--- src/rtl/opsum_drain_pkg.sv ---
// opsum_drain shared types and constants.
// Build option: OPSUM_RELU_EN clamps negative opsums to zero on capture.
package opsum_drain_pkg;

  localparam int DEF_NUM_COL = 32;
  localparam int WORD_BYTES  = 4;

  typedef enum logic [2:0] {
    IDLE,
    SCAN,
    POP,
    CAPT,
    WRITE,
    DONE
  } state_e;

endpackage

--- src/rtl/opsum_rr_pick.sv ---
// Round-robin first-one finder: lowest set bit at or above ptr_i, with wrap.
// Pure combinational; shared by the opsum drain and the feeder units.
module opsum_rr_pick
  import opsum_drain_pkg::*;
#(
  parameter  int N  = DEF_NUM_COL,
  localparam int IW = (N > 1) ? $clog2(N) : 1
) (
  input  logic [N-1:0]  elig_i,
  input  logic [IW-1:0] ptr_i,
  output logic [IW-1:0] idx_o,
  output logic          found_o
);

  // Walk downward so the nearest candidate to ptr_i wins last.
  always_comb begin
    idx_o   = '0;
    found_o = |elig_i;
    for (int i = N - 1; i >= 0; i--) begin
      if (elig_i[(int'(ptr_i) + i) % N]) begin
        idx_o = IW'((int'(ptr_i) + i) % N);
      end
    end
  end

endmodule

--- src/rtl/opsum_drain.sv ---
// Drains finished opsums from the column FIFOs into the GLB, round-robin.
// Build option: OPSUM_RELU_EN zeroes negative words at capture.
module opsum_drain
  import opsum_drain_pkg::*;
#(
  parameter int NUM_COL = DEF_NUM_COL,
  parameter int DATA_W  = 32,
  parameter int ADDR_W  = 32,
  parameter int CNT_W   = 16
) (
  input  logic               clk,
  input  logic               rst_n,
  input  logic               start_i,
  input  logic [NUM_COL-1:0] cfg_col_mask,
  input  logic [CNT_W-1:0]   cfg_words_per_col,
  input  logic [ADDR_W-1:0]  cfg_base_addr,
  input  logic [ADDR_W-1:0]  cfg_col_stride,
  input  logic [NUM_COL-1:0] opsum_fifo_empty,
  input  logic [DATA_W-1:0]  opsum_pop_data [NUM_COL],
  output logic [NUM_COL-1:0] opsum_pop_en,
  output logic [NUM_COL-1:0] opsum_pop_mod,
  output logic               glb_w_req,
  output logic [ADDR_W-1:0]  glb_w_addr,
  output logic [DATA_W-1:0]  glb_w_data,
  input  logic               glb_w_ack,
  output logic               busy_o,
  output logic               done_o
);

  localparam int IW = (NUM_COL > 1) ? $clog2(NUM_COL) : 1;

  state_e             state_q;
  logic [NUM_COL-1:0] mask_q;
  logic [CNT_W-1:0]   words_q;
  logic [ADDR_W-1:0]  base_q;
  logic [ADDR_W-1:0]  stride_q;
  logic [CNT_W-1:0]   cnt_q [NUM_COL];
  logic [IW-1:0]      ptr_q;
  logic [IW-1:0]      sel_q;
  logic [NUM_COL-1:0] pop_en_q;
  logic               req_q;
  logic [ADDR_W-1:0]  addr_q;
  logic [DATA_W-1:0]  data_q;
  logic               busy_q;
  logic               done_q;

  logic [NUM_COL-1:0] elig;
  logic [NUM_COL-1:0] unfin;
  logic [IW-1:0]      pick_idx;
  logic               pick_found;
  logic [IW-1:0]      ptr_d;
  logic [ADDR_W-1:0]  addr_d;
  logic [DATA_W-1:0]  raw_d;
  logic [DATA_W-1:0]  data_d;

  always_comb begin
    elig  = '0;
    unfin = '0;
    for (int c = 0; c < NUM_COL; c++) begin
      unfin[c] = mask_q[c] && (cnt_q[c] < words_q);
      elig[c]  = unfin[c] && !opsum_fifo_empty[c];
    end
  end

  opsum_rr_pick #(
    .N(NUM_COL)
  ) u_pick (
    .elig_i (elig),
    .ptr_i  (ptr_q),
    .idx_o  (pick_idx),
    .found_o(pick_found)
  );

  assign ptr_d  = (sel_q == IW'(NUM_COL - 1)) ? '0 : sel_q + 1'b1;
  assign addr_d = base_q
                + ADDR_W'(sel_q) * stride_q
                + ADDR_W'(cnt_q[sel_q]) * ADDR_W'(WORD_BYTES);
  assign raw_d  = opsum_pop_data[sel_q];

`ifdef OPSUM_RELU_EN
  assign data_d = raw_d[DATA_W-1] ? '0 : raw_d;
`else
  assign data_d = raw_d;
`endif

  always_ff @(posedge clk or negedge rst_n) begin
    if (!rst_n) begin
      state_q  <= IDLE;
      mask_q   <= '0;
      words_q  <= '0;
      base_q   <= '0;
      stride_q <= '0;
      for (int c = 0; c < NUM_COL; c++) cnt_q[c] <= '0;
      ptr_q    <= '0;
      sel_q    <= '0;
      pop_en_q <= '0;
      req_q    <= 1'b0;
      addr_q   <= '0;
      data_q   <= '0;
      busy_q   <= 1'b0;
      done_q   <= 1'b0;
    end else begin
      pop_en_q <= '0;
      done_q   <= 1'b0;
      unique case (state_q)
        IDLE: if (start_i) begin
          mask_q   <= cfg_col_mask;
          words_q  <= cfg_words_per_col;
          base_q   <= cfg_base_addr;
          stride_q <= cfg_col_stride;
          for (int c = 0; c < NUM_COL; c++) cnt_q[c] <= '0;
          ptr_q    <= '0;
          busy_q   <= 1'b1;
          state_q  <= SCAN;
        end
        SCAN: if (pick_found) begin
          sel_q    <= pick_idx;
          pop_en_q <= NUM_COL'(1) << pick_idx;
          state_q  <= POP;
        end else if (unfin == '0) begin
          busy_q   <= 1'b0;
          done_q   <= 1'b1;
          state_q  <= DONE;
        end
        POP: state_q <= CAPT;
        CAPT: begin
          data_q  <= data_d;
          addr_q  <= addr_d;
          req_q   <= 1'b1;
          state_q <= WRITE;
        end
        WRITE: if (glb_w_ack) begin
          req_q        <= 1'b0;
          cnt_q[sel_q] <= cnt_q[sel_q] + 1'b1;
          ptr_q        <= ptr_d;
          state_q      <= SCAN;
        end
        DONE: state_q <= IDLE;
        default: state_q <= IDLE;
      endcase
    end
  end

  assign opsum_pop_en  = pop_en_q;
  assign opsum_pop_mod = '1;
  assign glb_w_req     = req_q;
  assign glb_w_addr    = addr_q;
  assign glb_w_data    = data_q;
  assign busy_o        = busy_q;
  assign done_o        = done_q;

endmodule

--- config.mk ---
export PLATFORM = sky130hd
export DESIGN_NAME = opsum_drain
export DESIGN_NICKNAME = d
export VERILOG_FILES = /design/src/rtl/opsum_drain_pkg.sv /design/src/rtl/opsum_rr_pick.sv /design/src/rtl/opsum_drain.sv
export SDC_FILE = /design/constraint.sdc
export NUM_CORES = 2
export LEC_CHECK = 0
export ABC_AREA = 1
export ABC_CLOCK_PERIOD_IN_PS = 14950
export BUFFER_PORTS_ARGS = -buffer_cell sky130_fd_sc_hd__buf_4
export CORE_AREA = 2 2 508 510
export CTS_CLUSTER_SIZE = 25
export DETAILED_ROUTE_END_ITERATION = 12
export DIE_AREA = 0 0 510 512
export SYNTH_ARGS = -nofsm -noshare
export SYNTH_HDL_FRONTEND = slang
export SYNTH_SLANG_ARGS = --single-unit
export TNS_END_PERCENT = 50
--- constraint.sdc ---
create_clock -name clk -period 14.95 [get_ports clk]
set_input_delay 1.495 -clock clk [delete_from_list [all_inputs] [get_ports clk]]
set_output_delay 1.495 -clock clk [all_outputs]
set_load 0.005 [all_outputs]
==> impl_metrics.py <==
metrics = {
    "pwr": {
        "p_per_area_nw_per_um2": 279,
        "p_leak_uw": 0.0371,
        "ir_drop_v": 0.000353,
    },
    "drt": {
        "via_per_inst": 5.30,
        "wl_per_cell_um": 31.9,
        "num_vias": 68600,
        "ant_nets": 0,
        "wirelength_mm": 413,
        "first_iter_violations": 8087,
        "drc_errors": 0,
        "dr.pass1.iters": 9,
    },
    "yosys": {
        "synth_top_area_cell": "dfrtp_1",
        "ys_seq_area_share_pct": 30.5,
        "synth.avg_cell_area_um2": 7.22,
        "synth_xor_area_share_pct": 0.839,
        "ys_seq_elements": 736,
        "synth-compound-area-share_pct": 22.8,
        "yosysWarnings": 0,
        "synthAdderAreaFrac_pct": 15.6,
        "ys_types": 47,
        "synth_edf_count": 0,
        "netlist_top_cells_area": "dfrtp_1 31%, ha_1 11%, nand2_1 9.7%",
        "synthCells": 8366,
        "synth_top_cell_area_share_pct": 30.5,
        "synth.most_common_cell": "nand2_1",
        "yosys_most_used_dff": "dfrtp_1",
        "synth_top_family_by_area": "compound AO/OA/AOI/OAI gates",
        "syn-cell-area_um2": 60400,
        "synth_common_cells": "1,561 x nand2_1, 1,157 x o21ai_0, 803 x nor2_1",
        "synth-simple-area-share_pct": 20.1,
        "synthArstFlopShare_pct": 100,
        "synth.mux.area_fraction_pct": 1.72,
    },
    "floorplanning": {
        "rows": 186,
        "die_w_um": 510,
        "fp.dieArea_um2": 261000,
        "die_y_um": 512,
        "pin_count": 1303,
        "coreArea_um2": 256000,
        "initial_core_util_pct": 23.6,
    },
    "run_status": {
        "status": "complete, no violations",
    },
    "final_layout": {
        "fin_nets": 11200,
        "area_growth_pct": 27.7,
        "seqCellArea_um2": 18400,
        "drive_gt1_share_pct": 18.9,
        "nFillCells": 28100,
        "multi_input_area_um2": 37100,
    },
    "sta": {
        "fin_tns_setup_ns": 0,
        "tightest_slew_ns": 1.37,
        "fmax_mhz": 107,
        "slew_headroom_pct": 7.84,
        "whs_ns": 0.476,
        "rsz0062_at_grt": "false",
        "post-route-period-util_pct": 62.3,
        "fin_skew_ns": 0.0914,
        "fin_crit_ns": 9.31,
        "slew_viol_final": 0,
        "hold_viol_final": 0,
        "setup_viol": 0,
    },
    "min_path": {
        "hp-start": "glb_w_req$_DFFE_PN0P_",
        "hp-class": "flop to flop",
        "hold_path_depth": 2,
        "hold_path_end": "glb_w_req$_DFFE_PN0P_",
    },
    "critical_path": {
        "path_max_fanout": 127,
        "r2r_end": "glb_w_addr[30]$_DFFE_PN0P_",
        "critPathArrivalTime_ns": 9.97,
        "worstSetupPathType": "flop to flop",
        "cp.required_ns": 15.61,
        "r2r-start": "sel_q[1]$_DFFE_PN0P_",
        "crit_path_max_incr_delay_ns": 0.88,
        "reg2reg_slack_ns": 5.64,
        "reg2regPathDepth": 40,
        "crit_start": "sel_q[1]$_DFFE_PN0P_",
        "endpoint_kind": "flop",
        "slowest_stage": "nor4_1",
        "start_kind": "flop",
    },
    "clocking": {
        "cts-hold-fix-buffers": 0,
        "clock-root-buffer": "clkbuf_16",
        "htreeDepth": 3,
        "insertion_delay_ns": 0.80,
        "clockBufferDepth": 3,
        "cts_tree": "yes",
        "cts_setup_buffers": 0,
        "clock_sinks": 736,
        "numCtsBuffers": 93,
        "clkTransAtPathRegs_ns": 0.06,
        "cts.repair.resized": 0,
    },
    "grt": {
        "grt_max_degree": 175,
        "grt_pass1_vias": 63400,
        "gr-usage-all-layers_pct": 30.5,
        "grt_pass1_wl_mm": 547,
        "antenna_found_initial": 166,
        "grt-ovfl-total": 0,
    },
    "flow_run": {
        "cap_violations": 0,
    },
    "placement": {
        "gp_congestion": 1.04,
        "place_hpwl_mm": 335,
        "port_buffers": 1270,
    },
}
per-layer routing:
layer | global-route usage [%] | wire (um) | share of wire (%) | vias to the layer above
met5 | 0.111 | 312 | 0.075 | -
met4 | 22.9 | 36100 | 8.7 | 40
met3 | 9.67 | 40700 | 9.8 | 717
met2 | 44.4 | 173000 | 42 | 3805
met1 | 37.4 | 163000 | 39 | 33400
li1 | - | - | - | 30700
critical path, delay by kind of cell (launching register included):
family,cells,cell delay (ns)
fa+ha+maj,2,0.83
flops,1,0.82
simple gates,16,2.61
compound gates,16,2.56
xor+xnor,1,0.14
buf+inv,5,1.96
cell families after synthesis:
family,after synthesis
compound gates,2530
xor+xnor,57
fa+ha+maj,674
buf+inv,1318
flops,736
mux,92
other cells,1
simple gates,2958
where the power goes:
part / internal [uW] / total (uW) / leakage, uW / switching, uW
clock: 1460 / 2510 / 0.00164 / 1050
combinational: 4890 / 16200 / 0.0256 / 11300
sequential: 2310 / 2800 / 0.00985 / 488
metrics by stage:
stage	instance area (um2)	setup WS, ns	total power (uW)	instances	utilization (%)
6_report	77100	5.64	21500	13000	30.1
5_1_grt	77000	5.11	23100	12900	30.1
4_1_cts	76800	5.89	21300	12800	30.0
3_5_place_dp	73500	5.86	18700	12700	28.7
3_3_place_gp	73500	5.89	18700	12700	28.7
2_1_floorplan	60500	6.00	12400	8397	-
flip-flops by register name, summed over array words and instances (netlist names), 3 cells and up:
register,cells
mask_q,32
opsum_pop_en,32
glb_w_addr,32
state_q,3
cnt_q,512
sel_q,5
ptr_q,5
words_q,16
glb_w_data,32
base_q,32
stride_q,32
final cells by class:
cell class                      instances  share of cell area (%)
Antenna cell                          114                   0.370
Clock buffer                          125                    3.46
Clock inverter                         49                   0.896
Inverter                              794                    3.89
Multi-Input combinational cell       6343                    48.2
Sequential cell                       736                    23.9
Tap cell                             3384                    5.49
Timing Repair Buffer                 1408                    13.8
worst max-delay path by stage:
stage	end	slack (ns)
after global placement	glb_w_addr[30]$_DFFE_PN0P_	5.89
after detailed placement	glb_w_addr[30]$_DFFE_PN0P_	5.86
after CTS	glb_w_addr[30]$_DFFE_PN0P_	5.89
after global routing	glb_w_addr[30]$_DFFE_PN0P_	5.11
after floorplan	glb_w_addr[30]$_DFFE_PN0P_	6.00
final	glb_w_addr[30]$_DFFE_PN0P_	5.64
cells in the final DEF, fill, tap and decap left out, types with 7 or more instances in the layout:
cell	Yosys	final
o21a_1	31	31
o21ai_0	1157	1155
conb_1	1	32
nor4_1	24	23
bufinv_16	0	11
fa_1	129	129
nor3_1	9	9
ha_1	545	545
dfrtp_1	736	731
or2_2	49	49
o32ai_1	20	20
clkinv_2	0	22
inv_2	7	7
clkbuf_16	0	94
nor2_1	803	793
o22ai_1	514	514
nand3_2	7	7
buf_4	34	1401
a22o_1	16	16
nand2_1	1561	1554
o21ai_1	41	41
clkinv_1	20	19
a221oi_1	24	24
diode_2	0	114
xor2_2	1	7
a21oi_1	664	664
inv_1	767	765
mux2_2	92	92
clkbuf_1	404	11
a31oi_1	38	38
xnor2_1	24	22
clkbuf_8	0	20
nand3_1	378	377
xor2_1	32	25
nand4_1	110	110
nor2_4	0	9
nand2_2	8	14
o21ai_2	7	9
Note: power is estimated with default switching activity, not from simulation.
